$ cat config.mk
export PLATFORM = sky130hd
export DESIGN_NAME = regfile_dumper
export DESIGN_NICKNAME = d
export VERILOG_FILES = /design/src/rtl/regfile_dumper_pkg.sv /design/src/rtl/dump_fifo.sv /design/src/rtl/regfile_dumper.sv
export SDC_FILE = /design/constraint.sdc
export NUM_CORES = 1
export LEC_CHECK = 0
export CAP_MARGIN = 15
export CORE_ASPECT_RATIO = 1.5
export CORE_MARGIN = 2
export CORE_UTILIZATION = 55
export CTS_BUF_LIST = sky130_fd_sc_hd__clkbuf_4 sky130_fd_sc_hd__clkbuf_8
export DETAILED_ROUTE_END_ITERATION = 8
export GPL_ROUTABILITY_DRIVEN = 0
export PLACE_DENSITY = 0.8
export SYNTH_ARGS = -nofsm -noshare
export SYNTH_HDL_FRONTEND = slang
export SYNTH_HIERARCHICAL = 1
export SYNTH_SLANG_ARGS = --single-unit
$ cat constraint.sdc
create_clock -name clk -period 7.3 [get_ports clk]
set_clock_uncertainty 0.2 [all_clocks]
set_input_delay 1.825 -clock clk [delete_from_list [all_inputs] [get_ports clk]]
set_output_delay 1.825 -clock clk [all_outputs]
set_load 0.005 [all_outputs]
$ cat src/rtl/regfile_dumper_pkg.sv
// Shared CPU definitions for the register-file dumper: index/data widths,
// FSM state encoding and the buffered word layout.
package regfile_dumper_pkg;

  localparam int IDX_W   = 5;
  localparam int DATA_W  = 32;
  localparam int PTR_W   = IDX_W + 1;
  localparam int ENTRY_W = DATA_W + IDX_W;

  typedef enum logic [1:0] {
    S_IDLE  = 2'd0,
    S_READ  = 2'd1,
    S_DRAIN = 2'd2,
    S_DONE  = 2'd3
  } state_t;

  typedef struct packed {
    logic [DATA_W-1:0] data;
    logic [IDX_W-1:0]  idx;
  } entry_t;

endpackage

$ cat src/rtl/dump_fifo.sv
// Output buffer: synchronous FIFO with two push ports (lane 0 written first)
// and one pop port; head word is presented combinationally.
module dump_fifo #(
  parameter int DEPTH = 4,
  parameter int W     = 37,
  parameter int CW    = $clog2(DEPTH) + 1
) (
  input  logic          clk,
  input  logic          rst_n,
  input  logic          push0,
  input  logic [W-1:0]  din0,
  input  logic          push1,
  input  logic [W-1:0]  din1,
  input  logic          pop,
  output logic [W-1:0]  dout,
  output logic [CW-1:0] count,
  output logic          empty,
  output logic [CW-1:0] free
);

  localparam int AW = $clog2(DEPTH);

  logic [W-1:0]  mem [DEPTH];
  logic [AW-1:0] wr_ptr, rd_ptr, wr1_ptr;

  assign empty   = (count == '0);
  assign free    = CW'(DEPTH) - count;
  // Second lane lands after the first when both push in one cycle.
  assign wr1_ptr = push0 ? wr_ptr + AW'(1) : wr_ptr;
  // Gated so the outputs read as zero whenever nothing is buffered.
  assign dout    = empty ? '0 : mem[rd_ptr];

  always_ff @(posedge clk) begin
    if (push0) mem[wr_ptr]  <= din0;
    if (push1) mem[wr1_ptr] <= din1;
  end

  always_ff @(posedge clk or negedge rst_n) begin
    if (!rst_n) begin
      wr_ptr <= '0;
      rd_ptr <= '0;
      count  <= '0;
    end else begin
      wr_ptr <= wr_ptr + AW'(push0) + AW'(push1);
      rd_ptr <= rd_ptr + AW'(pop);
      count  <= count + CW'(push0) + CW'(push1) - CW'(pop);
    end
  end

endmodule

$ cat src/rtl/regfile_dumper.sv
// Streams register-file contents first_reg..last_reg out through a
// valid/ready port, fetching up to two registers per cycle.
module regfile_dumper
  import regfile_dumper_pkg::*;
#(
  parameter int FIFO_DEPTH = 4
) (
  input  logic        clk,
  input  logic        rst_n,
  input  logic        start,
  input  logic [4:0]  first_reg,
  input  logic [4:0]  last_reg,
  output logic        busy,
  output logic        done,
  output logic [4:0]  rs1,
  output logic [4:0]  rs2,
  input  logic [31:0] rv1,
  input  logic [31:0] rv2,
  output logic        out_valid,
  input  logic        out_ready,
  output logic [31:0] out_data,
  output logic [4:0]  out_idx
);

  localparam int CW = $clog2(FIFO_DEPTH) + 1;

  state_t             state;
  logic [PTR_W-1:0]   ptr, ptr_n1, ptr_n2, last_ext;
  logic [IDX_W-1:0]   last_q;
  logic               fetch, push0, push1, pop, empty;
  logic [CW-1:0]      count, free;
  logic [ENTRY_W-1:0] din0, din1, dout;
  entry_t             head;

  // ptr is one bit wider than an index so last_reg=31 terminates cleanly.
  assign last_ext = {1'b0, last_q};
  assign ptr_n1   = ptr + PTR_W'(1);
  assign ptr_n2   = ptr + PTR_W'(2);

  assign fetch = (state == S_READ) && (free >= CW'(2));
  assign push0 = fetch;
  assign push1 = fetch && (ptr_n1 <= last_ext);
  assign din0  = {rv1, ptr[IDX_W-1:0]};
  assign din1  = {rv2, ptr_n1[IDX_W-1:0]};

  assign rs1 = fetch ? ptr[IDX_W-1:0]    : '0;
  assign rs2 = fetch ? ptr_n1[IDX_W-1:0] : '0;

  assign head      = entry_t'(dout);
  assign out_valid = !empty;
  assign out_data  = head.data;
  assign out_idx   = head.idx;
  assign pop       = out_valid && out_ready;

  dump_fifo #(
    .DEPTH (FIFO_DEPTH),
    .W     (ENTRY_W),
    .CW    (CW)
  ) u_fifo (
    .clk   (clk),
    .rst_n (rst_n),
    .push0 (push0),
    .din0  (din0),
    .push1 (push1),
    .din1  (din1),
    .pop   (pop),
    .dout  (dout),
    .count (count),
    .empty (empty),
    .free  (free)
  );

  always_ff @(posedge clk or negedge rst_n) begin
    if (!rst_n) begin
      state  <= S_IDLE;
      ptr    <= '0;
      last_q <= '0;
      busy   <= 1'b0;
      done   <= 1'b0;
    end else begin
      case (state)
        S_IDLE: begin
          done <= 1'b0;
          if (start) begin
            ptr    <= {1'b0, first_reg};
            last_q <= last_reg;
            busy   <= 1'b1;
            if (first_reg <= last_reg) begin
              state <= S_READ;
            end else begin
              state <= S_DONE;
              done  <= 1'b1;
            end
          end
        end
        S_READ: begin
          if (fetch) begin
            ptr <= ptr_n2;
            if (ptr_n2 > last_ext) state <= S_DRAIN;
          end
        end
        S_DRAIN: begin
          if (empty) begin
            state <= S_DONE;
            done  <= 1'b1;
          end
        end
        S_DONE: begin
          state <= S_IDLE;
          busy  <= 1'b0;
          done  <= 1'b0;
        end
        default: begin
          state <= S_IDLE;
          busy  <= 1'b0;
          done  <= 1'b0;
        end
      endcase
    end
  end

endmodule

==> results of run 1 <==
-- critical path, cell delays in order (launching register included) --
cell	delay, ns
dfrtp_2	0.65
buf_4	0.53
mux4_2	0.57
nor2b_1	0.14
clkdlybuf4s50_1	0.48
-- layout by cell type (no fill, tap or decap), types with 3 or more instances in the layout --
cell type        instances
xnor2_1                  7
clkinv_4                 3
nand3_1                  5
ha_1                    29
nand2b_1                 3
nand4_1                  3
nor2b_1                 41
mux2_2                 100
mux2i_1                  9
a21oi_1                 10
clkdlybuf4s50_1        127
mux2_1                  11
inv_6                    3
nand2_1                 16
o21ai_0                  6
clkinvlp_4               3
xor2_1                   4
and2_1                   5
dfrtp_1                 20
mux2_4                  38
mux4_2                  37
nor2_1                  12
fa_1                     3
inv_1                   28
buf_4                    6
edfxtp_1               148
clkbuf_8                17
-- metal layers --
metal | vias up | share of wire (%) | global-route usage [%]
met1 | 2751 | 37 | 24.7
met4 | 0 | 2.0 | 7.56
met3 | 26 | 3.9 | 3.62
met2 | 150 | 57 | 43.6
met5 | - | 0 | 0
li1 | 2533 | - | -
-- state kept, by name (all words and copies together) (netlist names) --
register	flops
busy	1
done	1
last_q	5
ptr	6
state	2
u_fifo/count	3
u_fifo/mem	148
u_fifo/rd_ptr	2
u_fifo/wr_ptr	2
-- per-stage QoR --
step	hold WS [ns]	cells
after floorplan	0.250	600
after global placement	0.266	912
after detailed placement	0.283	912
after CTS	0.304	943
after global routing	0.344	945
final	0.299	945
-- area by class of cell --
class / instances / area [µm²] / area share (%)
clock inverter: 13 / 119 / 1.06
clock buffer: 18 / 241 / 2.16
tap: 210 / 263 / 2.35
antenna: 1 / 2.50 / 0.0224
multi-input combinational: 369 / 4100 / 36.7
sequential: 170 / 5000 / 44.7
inverter: 30 / 113 / 1.01
timing repair buffer: 134 / 1340 / 12.0
-- power by group --
part	switching (mW)	leakage [nW]	internal, mW
registers	0.209	1.61	1.51
logic	1.05	2.31	1.23
clock network	0.341	0.177	0.273
total	1.60	4.09	3.01
-- how the worst max path moves through the flow --
| stage | from | end | slack, ns | cells past startpoint |
|---|---|---|---|---|
| after detailed placement | u_fifo/rd_ptr[0]$_DFF_PN0_ | out_data[8] | 2.80 | 4 |
| after global routing | u_fifo/rd_ptr[0]$_DFF_PN0_ | out_data[19] | 2.21 | 4 |
| after global placement | u_fifo/rd_ptr[0]$_DFF_PN0_ | out_data[21] | 2.80 | 4 |
| final | u_fifo/rd_ptr[0]$_DFF_PN0_ | out_data[1] | 2.42 | 4 |
| after CTS | u_fifo/rd_ptr[0]$_DFF_PN0_ | out_data[21] | 2.32 | 4 |
| after floorplan | ptr[0]$_DFFE_PN0P_ | u_fifo/mem[0][0]$_DFFE_PP_ | 3.07 | 12 |
==> flow_metrics.py, run 1 <==
metrics = {
    "critical_path": {
        "crit_arrival_ns": 2.85,
        "worstPathRequired_ns": 5.28,
        "reg2reg_slack_ns": 3.20,
        "crit_path_end_kind": "output pin",
        "startpoint_type": "flip-flop",
        "worstReg2RegEnd": "u_fifo/mem[1][3]$_DFFE_PP_",
        "criticalPathCategory": "reg2out",
        "cp_max_fo": 26,
        "reg2reg_depth": 13,
        "r2r-start": "ptr[2]$_DFFE_PN0P_",
    },
    "sta": {
        "final_hold_viol_count": 0,
        "post-route-min-period_ns": 4.88,
        "final-setup-viol-count": 0,
        "rsz0062_at_grt": "false",
        "maxSlewViolCount": 0,
        "worst_pin_slew_ns": 1.15,
        "fin_ws_ns": 2.42,
        "fmax_ghz": 0.205,
        "finalSetupTns_ns": 0,
        "slew-limit-headroom_pct": 23.1,
        "period_share_pct": 66.8,
    },
    "outcome": {
        "status": "finished clean",
    },
    "synth": {
        "synth_nets": 711,
        "synthCells": 600,
        "synth_area_per_cell_um2": 15.7,
        "yosys_warnings": 6,
        "netlist_area_um2": 9400,
    },
    "pwr": {
        "ir_worst_vdd_mv": 0.271,
        "power.density_nw_per_um2": 413,
        "power.total_mw": 4.61,
        "power.leakage_nw": 4.09,
    },
    "clocking": {
        "cts_resized": 0,
        "cts_buffers": 17,
        "cts_tree": "yes",
        "post-cts-setup-buffer-count": 0,
        "cts-root-buf": "clkbuf_8",
        "path_clk_slew_ns": 0.09,
        "cts_sinks": 170,
        "hold_buffers": 0,
        "clk_latency_ns": 0.44,
        "htreeDepth": 4,
        "clockBufferDepth": 2,
    },
    "global_routing": {
        "gr-usage-all-layers_pct": 22.4,
        "grt_overflow": 0,
        "grt_pass1_vias": 6022,
        "grt_first_pass_wirelength_um": 31300,
        "grt_max_degree": 40,
        "antenna_found_initial": 1,
    },
    "drt": {
        "via_count": 5460,
        "ant_nets": 0,
        "avgViaCountPerCell": 5.78,
        "wl_per_cell_um": 21.0,
        "dr.pass1.iters": 5,
        "drt_iter0_markers": 236,
        "remaining_drc_errors": 0,
        "wirelength_um": 19900,
    },
    "place": {
        "dpl_cell_area_um2": 10800,
        "dp_hpwl_um": 12600,
        "port_buffers": 127,
        "pre_cts_ws_ns": 2.80,
    },
    "final_layout": {
        "area_growth_pct": 18.9,
        "utilization_pct": 66.7,
        "final_nets": 833,
        "nFillCells": 1229,
        "design_area_um2": 11200,
        "layout-drive-gt1-share_pct": 31.5,
    },
    "floorplan": {
        "rows": 58,
        "io_pins": 128,
        "core_um2": 16800,
        "start_util_pct": 56.1,
        "dieArea_um2": 18200,
        "die_y_um": 164,
        "dieWidth_um": 111,
    },
    "min_path": {
        "holdPathEnd": "last_q[2]$_DFFE_PN0P_",
        "hold_depth": 2,
        "min_from": "last_q[2]$_DFFE_PN0P_",
        "min_path_type": "reg2reg",
    },
    "job": {
        "max-cap-violations": 0,
    },
}
Power figures use the tool's default switching activity.
==> run 2, diff against run 1 <==
- CORE_UTILIZATION: 55 -> 52
- PLACE_DENSITY: 0.8 -> 0.79
- clock period: 7.3 -> 4.2 ns (I/O delays scaled with it)
==> flow_metrics.py, run 2 (synthesized netlist as in run 1, its figures left out) <==
metrics = {
    "outcome": {
        "status": "finished clean",
    },
    "floorplan": {
        "core_um2": 17800,
        "die_y_um": 169,
        "dieWidth_um": 114,
        "rows": 60,
        "dieArea_um2": 19200,
        "start_util_pct": 52.8,
        "io_pins": 128,
    },
    "job": {
        "max-cap-violations": 0,
    },
    "pwr": {
        "power.total_mw": 8.30,
        "ir_worst_vdd_mv": 0.488,
        "comb_power_share_pct": 51.4,
        "seqPwrFrac_pct": 34.8,
        "p_sw_share_pct": 34.5,
        "power.leakage_nw": 4.20,
        "power.density_nw_per_um2": 729,
        "internal_power_mw": 5.44,
        "p_clk_share_pct": 13.8,
        "switchingPower_mw": 2.87,
    },
    "clocking": {
        "cts-root-buf": "clkbuf_8",
        "post-cts-setup-buffer-count": 0,
        "clockBufferDepth": 2,
        "cts_resized": 0,
        "path_clk_slew_ns": 0.09,
        "hold_buffers": 0,
        "cts_tree": "yes",
        "clk_latency_ns": 0.46,
        "cts_buffers": 17,
        "cts_sinks": 170,
        "htreeDepth": 4,
    },
    "sta": {
        "final-setup-viol-count": 0,
        "worst_pin_slew_ns": 1.04,
        "maxSlewViolCount": 0,
        "hold_ws_ns": 0.289,
        "finalSetupTns_ns": 0,
        "period_share_pct": 93.0,
        "rsz0062_at_grt": "false",
        "fmax_ghz": 0.256,
        "post-route-min-period_ns": 3.91,
        "slew-limit-headroom_pct": 30.3,
        "final_hold_viol_count": 0,
    },
    "critical_path": {
        "worstPathRequired_ns": 4.21,
        "criticalPathCategory": "reg2reg",
        "cp_max_fo": 10,
        "startpoint_type": "flip-flop",
        "crit_arrival_ns": 3.91,
        "crit_path_end_kind": "flip-flop",
    },
    "final_layout": {
        "top_regs": "u_fifo/mem x148, ptr x6, last_q x5",
        "design_area_um2": 11400,
        "utilization_pct": 64.1,
        "largest_register": "u_fifo/mem",
        "final_nets": 847,
        "antenna_cells": 0,
        "final_cell_mix": "edfxtp_1 (148), clkdlybuf4s50_1 (127), mux2_2 (100), nor2b_1 (41), mux2_4 (38)",
        "layout-drive-gt1-share_pct": 33.0,
        "largest_reg_flops": 148,
        "area_growth_pct": 21.3,
        "mostFrequentLayoutCell": "edfxtp_1",
    },
    "drt": {
        "remaining_drc_errors": 0,
        "ant_nets": 0,
        "wirelength_um": 20600,
        "wl_per_cell_um": 21.3,
        "avgViaCountPerCell": 5.78,
        "drt_iter0_markers": 281,
        "dr.pass1.iters": 5,
        "via_count": 5585,
    },
    "place": {
        "dp_hpwl_um": 13900,
        "dpl_cell_area_um2": 11000,
        "port_buffers": 127,
    },
    "global_routing": {
        "grt_max_degree": 31,
        "gr-usage-all-layers_pct": 22.0,
        "grt_overflow": 0,
        "antenna_found_initial": 0,
        "grt_pass1_vias": 6082,
        "grt_first_pass_wirelength_um": 31900,
    },
    "min_path": {
        "min_path_type": "reg2reg",
    },
}
-- run 2: changes by cell type in the layout (fill, tap and decap cells not counted), sizes merged --
cell / before / now
buf: 7 / 21
bufinv: 1 / 2
diode: 1 / 0
-- run 2: per-layer routing --
| metal | share of wire [%] | track usage [%] | up-vias |
|---|---|---|---|
| li1 | - | - | 2565 |
| met3 | 3.9 | 4.05 | 33 |
| met5 | 0 | 0 | - |
| met2 | 56 | 41.7 | 148 |
| met1 | 38 | 24.7 | 2839 |
| met4 | 2.1 | 7.32 | 0 |
-- run 2: area by class of cell --
cell class / count / area, µm²
clock buffer: 18 / 241
fill: 1317 / 6400
clock inverter: 14 / 146
timing repair buffer: 148 / 1530
multi-input combinational: 369 / 4100
inverter: 30 / 113
sequential: 170 / 5000
tap: 217 / 272
-- run 2: path summary, 6_finish.rpt --
| path | end | cells past startpoint | startpoint | slack [ns] |
|---|---|---|---|---|
| max in group asynchronous | u_fifo/rd_ptr[1]$_DFF_PN0_ | 1 | rst_n | 2.14 |
| setup reg to reg | u_fifo/mem[3][18]$_DFFE_PP_ | 12 | ptr[2]$_DFFE_PN0P_ | 0.29 |
| min in group asynchronous | last_q[2]$_DFFE_PN0P_ | 1 | rst_n | 0.95 |
| hold reg to reg | last_q[1]$_DFFE_PN0P_ | 2 | last_q[1]$_DFFE_PN0P_ | 0.29 |
| hold / removal | last_q[1]$_DFFE_PN0P_ | 2 | last_q[1]$_DFFE_PN0P_ | 0.29 |
| setup / recovery | u_fifo/mem[3][18]$_DFFE_PP_ | 12 | ptr[2]$_DFFE_PN0P_ | 0.29 |
-- run 2: critical path, stage by stage (launching register included) --
cell,delay [ns]
dfrtp_1,0.53
ha_1,0.30
nand2_1,0.09
xnor2_1,0.45
ha_1,0.35
o21ai_1,0.09
a21oi_1,0.08
nor3_1,0.14
buf_4,0.21
nand2_1,0.15
o22ai_4,0.44
buf_4,0.26
mux2_2,0.35
-- run 2: per-stage QoR --
stage,instances,setup slack (ns)
finish,966,0.293
floorplan,600,0.0189
CTS,966,0.238
detailed placement,934,0.364
global placement,934,0.512
global route,966,0.106
-- run 2: power groups by stage --
stage	clock network (mW)	logic [mW]	registers, mW
floorplan	0	2.67	2.80
global placement	0	4.20	2.89
detailed placement	0	4.30	2.93
CTS	1.18	4.33	2.89
global route	1.23	4.62	2.95
finish	1.15	4.27	2.89
